`src/rtl/rv32i_pkg.sv`:
```
// Shared RV32I fetch types and constants.
// Imported by the fetch stage and its queues.
package rv32i_pkg;

  localparam logic [31:0] INST_NOP = 32'h0000_0013;

  typedef struct packed {
    logic [31:0] pc;
    logic [31:0] inst;
  } fetch_entry_t;

endpackage

```
`src/rtl/fetch_fifo.sv`:
```
// In-order queue with push/pop/flush and occupancy count.
// Push while full is accepted only together with a pop.
module fetch_fifo #(
  parameter int DEPTH = 4,
  parameter int W     = 32
) (
  input  logic                    clk,
  input  logic                    rst_n,
  input  logic                    flush,
  input  logic                    push,
  input  logic [W-1:0]            wdata,
  input  logic                    pop,
  output logic [W-1:0]            rdata,
  output logic                    full,
  output logic                    empty,
  output logic [$clog2(DEPTH):0]  count
);

  localparam int AW = $clog2(DEPTH);
  localparam int CW = AW + 1;
  localparam logic [CW-1:0] DC = CW'(DEPTH);

  logic [W-1:0]  mem [DEPTH];
  logic [AW-1:0] wptr;
  logic [AW-1:0] rptr;
  logic          do_push;
  logic          do_pop;

  assign full    = (count == DC);
  assign empty   = (count == '0);
  assign do_pop  = pop && !empty;
  assign do_push = push && (!full || do_pop);
  assign rdata   = mem[rptr];

  always_ff @(posedge clk or negedge rst_n) begin
    if (!rst_n) begin
      wptr  <= '0;
      rptr  <= '0;
      count <= '0;
    end else if (flush) begin
      wptr  <= '0;
      rptr  <= '0;
      count <= '0;
    end else begin
      if (do_push) wptr <= wptr + AW'(1);
      if (do_pop)  rptr <= rptr + AW'(1);
      if (do_push && !do_pop)
        count <= count + CW'(1);
      else if (do_pop && !do_push)
        count <= count - CW'(1);
    end
  end

  always_ff @(posedge clk) begin
    if (do_push && !flush) mem[wptr] <= wdata;
  end

endmodule

```
`src/rtl/inst_fetch.sv`:
```
// Instruction fetch stage: PC, imem requests, in-order queue.
// Define FETCH_BYPASS_EN to forward a response straight to decode.
module inst_fetch
  import rv32i_pkg::*;
#(
  parameter logic [31:0] RESET_PC   = 32'h0000_0000,
  parameter int          FIFO_DEPTH = 4
) (
  input  logic        clk,
  input  logic        rst_n,
  output logic        imem_req,
  output logic [31:0] imem_addr,
  input  logic        imem_gnt,
  input  logic        imem_rvalid,
  input  logic [31:0] imem_rdata,
  input  logic        redirect_valid,
  input  logic [31:0] redirect_pc,
  input  logic        halt,
  output logic        inst_valid,
  input  logic        inst_ready,
  output logic [31:0] inst,
  output logic [31:0] inst_pc
);

  localparam int CW = $clog2(FIFO_DEPTH) + 1;
  localparam int EW = $bits(fetch_entry_t);
  localparam logic [CW-1:0] DEPTH_C = CW'(FIFO_DEPTH);

  logic [31:0]   pc;
  logic [CW-1:0] outstanding;
  logic [CW-1:0] drop_cnt;
  logic [CW-1:0] q_count;
  logic [CW-1:0] live;
  logic [CW-1:0] free;
  logic          q_full;
  logic          q_empty;
  logic          pcq_full;
  logic          pcq_empty;
  logic [31:0]   rsp_pc;
  fetch_entry_t  q_head;
  fetch_entry_t  rsp_entry;
  logic          grant;
  logic          rsp_keep;
  logic          byp;
  logic          q_push;
  logic          q_pop;

  // Slots already promised to live reads are not free for new requests.
  assign live      = outstanding - drop_cnt;
  assign free      = DEPTH_C - q_count;
  assign imem_req  = rst_n && !halt && !redirect_valid && !q_full &&
                     !pcq_full && (free > live);
  assign imem_addr = pc;
  assign grant     = imem_req && imem_gnt;

  assign rsp_keep  = imem_rvalid && !pcq_empty &&
                     (drop_cnt == '0) && !redirect_valid;
  assign rsp_entry = '{pc: rsp_pc, inst: imem_rdata};

`ifdef FETCH_BYPASS_EN
  assign byp = q_empty && rsp_keep;
`else
  assign byp = 1'b0;
`endif

  assign q_push     = rsp_keep && !(byp && inst_ready);
  assign q_pop      = !q_empty && inst_ready;
  assign inst_valid = !q_empty || byp;

  always_comb begin
    inst    = INST_NOP;
    inst_pc = '0;
    if (!q_empty) begin
      inst    = q_head.inst;
      inst_pc = q_head.pc;
    end else if (byp) begin
      inst    = imem_rdata;
      inst_pc = rsp_pc;
    end
  end

  always_ff @(posedge clk or negedge rst_n) begin
    if (!rst_n) begin
      pc       <= RESET_PC;
      drop_cnt <= '0;
    end else if (redirect_valid) begin
      pc       <= redirect_pc & 32'hFFFF_FFFC;
      drop_cnt <= outstanding - CW'(imem_rvalid);
    end else begin
      if (grant) pc <= pc + 32'd4;
      if (imem_rvalid && drop_cnt != '0)
        drop_cnt <= drop_cnt - CW'(1);
    end
  end

  fetch_fifo #(
    .DEPTH (FIFO_DEPTH),
    .W     (EW)
  ) u_inst_q (
    .clk   (clk),
    .rst_n (rst_n),
    .flush (redirect_valid),
    .push  (q_push),
    .wdata (rsp_entry),
    .pop   (q_pop),
    .rdata (q_head),
    .full  (q_full),
    .empty (q_empty),
    .count (q_count)
  );

  // PCs of in-flight reads; never flushed so dropped replies still retire.
  fetch_fifo #(
    .DEPTH (FIFO_DEPTH),
    .W     (32)
  ) u_pc_q (
    .clk   (clk),
    .rst_n (rst_n),
    .flush (1'b0),
    .push  (grant),
    .wdata (pc),
    .pop   (imem_rvalid),
    .rdata (rsp_pc),
    .full  (pcq_full),
    .empty (pcq_empty),
    .count (outstanding)
  );

endmodule
```
`config.mk`:
```
export PLATFORM = sky130hd
export DESIGN_NAME = inst_fetch
export DESIGN_NICKNAME = d
export VERILOG_FILES = /design/src/rtl/rv32i_pkg.sv /design/src/rtl/fetch_fifo.sv /design/src/rtl/inst_fetch.sv
export SDC_FILE = /design/constraint.sdc
export NUM_CORES = 1
export LEC_CHECK = 0
export CAP_MARGIN = 20
export CORE_ASPECT_RATIO = 1.75
export CORE_MARGIN = 4
export CORE_UTILIZATION = 30
export DETAILED_ROUTE_END_ITERATION = 12
export PLACE_DENSITY_LB_ADDON = 0.3
export SLEW_MARGIN = 10
export SYNTH_ARGS = -nofsm -noshare
export SYNTH_HDL_FRONTEND = slang
export SYNTH_SLANG_ARGS = --single-unit
export TNS_END_PERCENT = 100
```
`constraint.sdc`:
```
create_clock -name clk -period 4.45 [get_ports clk]
set_input_delay 0.89 -clock clk [delete_from_list [all_inputs] [get_ports clk]]
set_output_delay 0.89 -clock clk [all_outputs]
set_load 0.01 [all_outputs]
```
### After elaboration in Yosys (flattened, before gate mapping)

Memories as Yosys holds them, arrays and structs flattened.
Cells that the tools add are included.

* register bits after elaboration: 49
* memory bits (writable): 384
* input port bits: 71
* word-level logic and storage cells: 86
* memories: 2

* $add $sub $neg: 13
* order comparisons: 1
* equal/unequal tests: 2
* multiplexer cells: 19
* reductions and logical operators: 41

Memory list
* u_inst_q.mem: words 4, bits a word 64, read ports 1, clocked after Yosys merged registers in 0, write ports 1, RTL line fetch_fifo.sv:23 `logic [W-1:0] mem [DEPTH];`
* u_pc_q.mem: words 4, bits a word 32, read ports 1, clocked after Yosys merged registers in 0, write ports 1, RTL line fetch_fifo.sv:23

Operators with widths (number)
* $mux W32: 4
* $add A32 B3 Y32 const B: 1
* $mux W3: 7
* $logic_and A1 B1 Y1: 19
* $logic_not A1 Y1: 10
* $reduce_bool A2 Y1: 5
* $logic_not A3 Y1: 3
* $sub A3 B1 Y3 const B: 3
* $add A2 B1 Y2 const B: 4
* $mux W2: 4
* $add A3 B1 Y3 const B: 2
* $eq A3 B3 Y1 const B: 2
* $reduce_bool A3 Y1: 2
* $mux W1: 4
* $gt A3 B3 Y1: 1
* $sub A3 B1 Y3: 1
* $sub A3 B3 Y3: 1
* $sub A3 B3 Y3 const A: 1
* $logic_or A1 B1 Y1: 2

### Longest topological paths before layout

* depth after elaboration: 12
* gate-level depth with buffers: 18

### Modules after synthesis

Synthesis repeated with hierarchy kept, for this count alone.

* cells, all modules: 959
* area, all modules: 17824.6 µm²

Modules (own cells, without submodules)
* fetch_fifo (u_inst_q): times used 1, cells each 397, area each 9790.6 µm², sequential area each 7862.5 µm²
* fetch_fifo (u_pc_q): times used 1, cells each 231, area each 5187.5 µm², sequential area each 4018.9 µm²
* inst_fetch: times used 1, cells each 331, area each 2846.5 µm², sequential area each 825.8 µm²

### Worst setup path before layout

No wires, ideal clock.

* path kind: input-to-reg
* start point: input port redirect_valid
* end point: memory u_inst_q.mem[0][0] (netlist bit) (enable)
* library setup time: 0.427 ns
* arrival time: 3.475 ns
* slack: 0.549 ns
* stages: 5
* buffers on the path: 1
* path through: buf_6 or3b_1 or2_2 a21oi_4 and2_1

* cells in the longest elaborated chain, start to end: 6

RTL lines
* start: declaration: RTL line inst_fetch.sv:16 `input logic redirect_valid,`
* $logic_not A1 Y1 *: RTL line fetch_fifo.sv:55, inst_fetch.sv:57
* $logic_and A1 B1 Y1: RTL line inst_fetch.sv:57 `(drop_cnt == '0) && !redirect_valid;`
* $logic_and A1 B1 Y1: RTL line fetch_fifo.sv:32 `assign do_push = push && (!full || do_pop);`
* $logic_and A1 B1 Y1 *: RTL line fetch_fifo.sv:55 `if (do_push && !flush) mem[wptr] <= wdata;`
* $mux W1 *: RTL line fetch_fifo.sv:55
* $mux W1 (not written as such) *: RTL line fetch_fifo.sv:55
* end: declaration: RTL line fetch_fifo.sv:23

Mark *: on every way between the ends. The rest lies on a longest branch, timed or not.

### Final worst setup path

* start point: register u_pc_q.count[0]
* end point: output port imem_req

* cells in the longest elaborated chain, start to end: 4
* elaborated cells on any way between the ends: 6
* classes of those cells: add/sub (1); order compare (1); eq/ne (1); reduce/logical (3)

RTL lines
* start: declaration: RTL line fetch_fifo.sv:16 `output logic [$clog2(DEPTH):0] count`
* start signal: assignment: RTL line fetch_fifo.sv:48 `count <= count + CW'(1);`
* start signal: assignment: RTL line fetch_fifo.sv:50 `count <= count - CW'(1);`
* branches (longest 3 deep; another with $sub A3 B3 Y3)
* $logic_and A1 B1 Y1 *: RTL line inst_fetch.sv:52 `!pcq_full && (free > live);`
* end: declaration: RTL line inst_fetch.sv:11 `output logic imem_req,`

Every way passes the cells marked *.

==> impl_metrics.ini <==
[run_status]
status = completed

[route]
final_antenna_net_count = 0
wl_per_cell_um = 20.5
first_pass_iters = 5
drcViolationCount = 0
drtIter0Drc = 449
num_vias = 8776
via_per_inst = 4.77
drt-total-wl_um = 37700

[sta]
setup_violations = 0
worst_pin_slew_ns = 0.838
relSlewSlack_pct = 44.1
rsz0062_at_grt = false
clock-skew-final_ns = 0.0181
final_hold_viol_count = 0
setup_tns_ns = 0
holdWs_ns = 0.480
layout_min_cycle_time_ns = 4.19
post-route-period-util_pct = 94.3
drv_slew = 0
max_freq_ghz = 0.238

[cts]
hold_buffers = 0
path_clk_slew_ns = 0.06
insertion_delay_ns = 0.54
cts_resized = 0
root_buffer = clkbuf_16
cts_made_buffers = 41
cts_sinks = 415
cts_setup_buffers = 0
clock_path_buffers = 3
cts-htree-levels = 2
cts_tree = built

[final_layout]
layout.nets = 1199
fillers = 5253
areaGrowthSynthToFinish_pct = 23.4
multiInputGateArea_um2 = 4390
fin_area_um2 = 20900
drive_above_1_share_pct = 19.0
diodes = 0
seqCellArea_um2 = 12200

[floorplan]
pin_count = 169
dieWidth_um = 188
die_h_um = 322
rows = 115
dieArea_um2 = 60500
core-area_um2 = 56100
start_util_pct = 30.2

[synth]
synth_warnings = 0
async_flop_share_pct = 11.3
syn-instance-count = 911
synth_top_flop_cell = edfxtp_1
synth_edf_count = 368
synth_cell_types = 64
seq_area_frac_synth_pct = 72.2
synth_area_per_cell_um2 = 18.6
ys_ff_latch = 415
synthesis.area_um2 = 16900

[global_route]
grt-busiest-layer = met2
use_met1_pct = 13.9
grt_pass1_vias = 9661
grt_max_degree = 48
use_met3_pct = 1.96
antenna_found_initial = 0
grt_pass1_wl_um = 58000
use_met2_pct = 23.6
track_usage_pct = 12.4
grt.overflow.total = 0

[setup_path]
cp-end-kind = output pin
path_class = flop to output pin
worstPathMaxFanout = 6
start_kind = flop
worstPathArrival_ns = 3.30
required_ns = 3.56

[flow_run]
drv_cap = 0

[placement]
globalplace.congestion = 0.790
placed_area_um2 = 19500
numPortBuffers = 162
dpl.hpwl_um = 25100

[power]
p_leak_nw = 6.82
power_mw = 12.6
vdd_ir_drop_max_mv = 0.405
p_per_area_nw_per_um2 = 602

[hold_path]
hold_path.class = flop to flop
==> final cells by class <==
type | instances | area share (%)
Clock buffer | 50 | 5.07
Inverter | 31 | 0.557
Timing Repair Buffer | 190 | 9.02
Tap cell | 702 | 4.20
Clock inverter | 25 | 1.55
Sequential cell | 415 | 58.6
Multi-Input combinational cell | 425 | 21.0
==> layout by cell type, fill, tap and decap left out, types with 7 or more instances in the layout <==
cell               n
ha_1              21
clkdlybuf4s50_1  160
nand4_1           11
and2_1            61
buf_4             23
xor2_1             8
nor3_1            10
inv_1             28
o21ai_0           14
bufinv_16          7
mux4_2            92
clkbuf_1           9
xnor2_1            9
nand3_1           26
edfxtp_1         368
dfrtp_1           43
clkbuf_16         41
a21oi_1           14
nor2_1            19
nand2_1           38
==> path summary, 6_finish.rpt <==
kind                                     end  slack (ns)  depth (start not counted)         startpoint
hold / removal             u_inst_q.count[0]        0.48                          2  u_inst_q.count[0]
setup reg to reg             u_pc_q.count[2]        0.88                         17    u_pc_q.count[0]
setup / recovery                    imem_req        0.26                         11    u_pc_q.count[0]
max in group asynchronous   u_inst_q.rptr[0]        3.37                          2              rst_n
hold reg to reg            u_inst_q.count[0]        0.48                          2  u_inst_q.count[0]
min in group asynchronous      imem_addr[11]        0.54                          2              rst_n
==> where the power goes <==
| part | switching, mW | internal, mW |
|---|---|---|
| logic | 1.84 | 2.03 |
| registers | 0.432 | 4.67 |
| clock network | 1.47 | 2.12 |
==> routing by layer <==
layer	wire [µm]	vias to the layer above
met3	1540	51
met2	20700	223
met4	1040	0
met5	0	-
li1	-	3986
met1	14400	4516
==> stage by stage <==
step | util [%] | cells | setup slack, ns
floorplan | - | 914 | 0.549
global placement | 34.8 | 1763 | 0.759
detailed placement | 34.8 | 1763 | 0.810
CTS | 37.2 | 1838 | 0.187
global route | 37.2 | 1838 | 0.0657
finish | 37.2 | 1838 | 0.255
==> sequential cells by signal, summed over array words and instances (netlist names) <==
| name | count |
|---|---|
| u_inst_q.wptr | 2 |
| u_pc_q.mem | 120 |
| drop_cnt | 3 |
| u_pc_q.rptr | 2 |
| imem_addr | 30 |
| u_inst_q.count | 3 |
| u_pc_q.wptr | 2 |
| u_pc_q.count | 3 |
| u_inst_q.rptr | 2 |
| u_inst_q.mem | 248 |
==> kinds of logic after synthesis <==
logic type / synth area share (%)
other: 0.0221
adder cells (fa/ha/maj): 1.91
XOR/XNOR: 0.879
AO/OA/AOI/OAI: 3.10
AND/OR/NAND/NOR: 7.23
buffers and inverters: 1.99
multiplexers: 12.7
flip-flops: 72.2
==> synth_stat cells, drive strengths merged (5+ instances only) <==
cell    number  share of area (%)
nor4         9               0.55
nand2       39               0.91
a221o        6               0.35
or3          6               0.22
nand3       27               0.83
mux4        92                 12
nand4       12               0.48
xor2         8               0.41
and2        65                2.4
o21ai       18               0.53
ha          21                1.6
a21oi       16               0.56
xnor2        9               0.47
o31ai        5               0.30
dfrtp       47                6.9
clkbuf      22               0.49
buf         21               0.81
nor3        12               0.45
nor2        19               0.42
nor2b        6               0.22
and3         5               0.18
edfxtp     368                 65
inv         31               0.69
==> worst max-delay path, cell delays in order (launching register included) <==
cell and delay [ns]:
dfrtp_1 0.49, inv_1 0.13, ha_1 0.15, inv_1 0.04, fa_1 0.37, xnor2_1 0.17
xnor2_1 0.14, ha_1 0.27, nand3_1 0.14, o311ai_2 0.14, a21oi_1 0.15, clkdlybuf4s50_1 0.56
No activity file was read; power rests on OpenSTA's default activity.
==> variant, RTL diff (same flow settings) <==
The parameter `FIFO_DEPTH` goes from 4 to 2.
--- a/src/rtl/inst_fetch.sv
+++ b/src/rtl/inst_fetch.sv
@@ -5,5 +5,5 @@
 #(
   parameter logic [31:0] RESET_PC   = 32'h0000_0000,
-  parameter int          FIFO_DEPTH = 4
+  parameter int          FIFO_DEPTH = 2
 ) (
   input  logic        clk,
Behaviour: not the same (Yosys sat finds a counterexample within 4 cycles, from zero or initial values and one cycle with rst_n low).
==> variant against the unedited design <==
  * Via count fell by 36%
  * Combinational power fell by 48%
  * Worst setup slack improved by 0.41 ns
  * Routed wire length fell by 45%
  * Sequential power fell by 48%
  * Area after synthesis fell by 44%
  * Register-to-register slack improved by 0.28 ns
  * Power fell by 49%
  * Design area fell by 41%
  * Sequential cell count fell by 191
  * Maximum frequency rose by 11%
  * Cell count fell by 34%
  * Largest power group unchanged
==> variant: results (changes against the unedited design) <==
Global route
  – Number of global-route vias before repair: 5703 (-41%)
  – Met1 Use GR: 13.1% (-0.82 points)
  – M3 GR Usage: 1.50% (-0.46 points)
  – Largest net degree at the start of global routing: 72 (+50%)
  – Total GRT Usage: 11.8% (-0.59 points)
  – Global-route wire length before repair: 31800 um (-45%)
  – Met2 Resource Use GR: 22.4% (-1.2 points)

Clocking
  – Clock latency on the worst-skew pair: 0.52 ns (-0.02 ns)
  – Post-CTS Setup Bufs: 0 (unchanged)
  – CTS Buf Count: 22 (-46%)
  – H-tree Lvls: 1 (-1)

Route
  – Metal3 WL: 776 um (-50%)
  – Vias/cell: 4.60 (-3.7%)
  – DRT Pass-1 Iters: 4 (-1)
  – Initial DRC count: 172 (-62%)
  – Wl on met1: 7780 um (-46%)
  – Mean routed wirelength per cell: 17.1 um (-17%)
  – Met2 wire length: 11600 um (-44%)

Power and ir drop
  – Maximum vdd drop: 0.285 mV (-29%)
  – Lkg Pwr: 4.07 nW (-40%)

Setup path
  – CP top delay family: buffers and inverters
  – R2R Setup Slk: 1.16 ns (+0.28 ns)
  – Worst reg-to-reg path cell count: 11 (-6)
  – Terminus of the critical flop-to-flop path: u_pc_q.mem[1][25]
  – CP peak stage delay: 0.53 ns (-0.03 ns)

Hold path
  – Hold Path End: u_pc_q.rptr
  – WHS Path Cells: 1 (-1)
  – Hold Path Origin: u_pc_q.rptr

Finish
  – Max FFs per register: 124 (-50%)
  – Final nets: 889 (-26%)
  – Clock buf count: 29 (-42%)
  – Fillers: 2885 (-45%)
  – Fraction of area in multi-input gates: 22.2% (+1.2 points)
  – Final non-clock buffer share: 14.2% (+5.2 points)
  – Fraction of layout cells with a size suffix above 1: 11.7% (-7.4 points)
  – Register area: 6530 sq um (-47%)
  – ClkCell Share: 5.72% (-0.89 points)
  – Signal inverters: 17 (-45%)

Logic synthesis
  – Portion of netlist area occupied by mux cells: 10.9% (-1.8 points)
  – Ranking of synthesized cells by area: edfxtp_1 59%, dfrtp_1 11%, mux2i_1 7.3%
  – Async set-reset flop share out of synthesis: 17.9% (+6.5 points)
  – Distinct cell type count after synthesis: 48 (-25%)
  – Synth cell count leaders: 184 x edfxtp_1, 69 x mux2i_1, 68 x nor2_1
  – Synthesized flop and latch total: 224 (-46%)
  – Post-Synth Adder-Cell Area: 1.20% (-0.71 points)
  – Post-synth EDFFs: 184 (-50%)
  – Register area share after synthesis: 69.3% (-2.9 points)
  – Synth Area in Compound Gates: 2.86% (-0.25 points)

STA
  – Fin crit share: 85.0% (-9.3 points)
  – Clock Skews: 0.0121 ns (-0.00597 ns)
  – Worst relative slew slack: 47.2% (+3.1 points)

Place
  – HPWL Detailed: 14400 um (-43%)
  – RePlAce Congestion: 0.770 (-2.5%)
  – Setup WS pre-CTS: 1.02 ns (+0.212 ns)

Run status
  – Outcome: complete, no violations
## variant: changes by cell type in the layout (fill, tap and decap cells not counted), sizes merged, moves of 21 or more
cell	before	now
mux2	3	30
clkbuf	50	29
nor2	19	69
mux2i	4	69
and2	65	5
edfxtp	368	184
mux4	92	0
## variant: per-stage QoR
| stage | area (sq um) | power [mW] | cells | utilization (%) | hold slack, ns |
|---|---|---|---|---|---|
| 6_report | 12200 | 6.46 | 1215 | 39.7 | 0.473 |
| 5_1_grt | 12200 | 6.82 | 1215 | 39.7 | 0.483 |
| 4_1_cts | 12200 | 6.60 | 1215 | 39.7 | 0.477 |
| 3_5_place_dp | 11500 | 4.77 | 1176 | 37.4 | 0.470 |
| 3_3_place_gp | 11500 | 4.74 | 1176 | 37.4 | 0.462 |
| 2_1_floorplan | 9450 | 3.80 | 643 | - | 0.456 |
## variant: power breakdown
group          switching (mW)  total, mW  internal, mW  leakage [nW]
Combinational           0.983       2.00          1.01          1.59
Clock                   0.757       1.78          1.02         0.346
Sequential              0.187       2.68          2.49          2.13
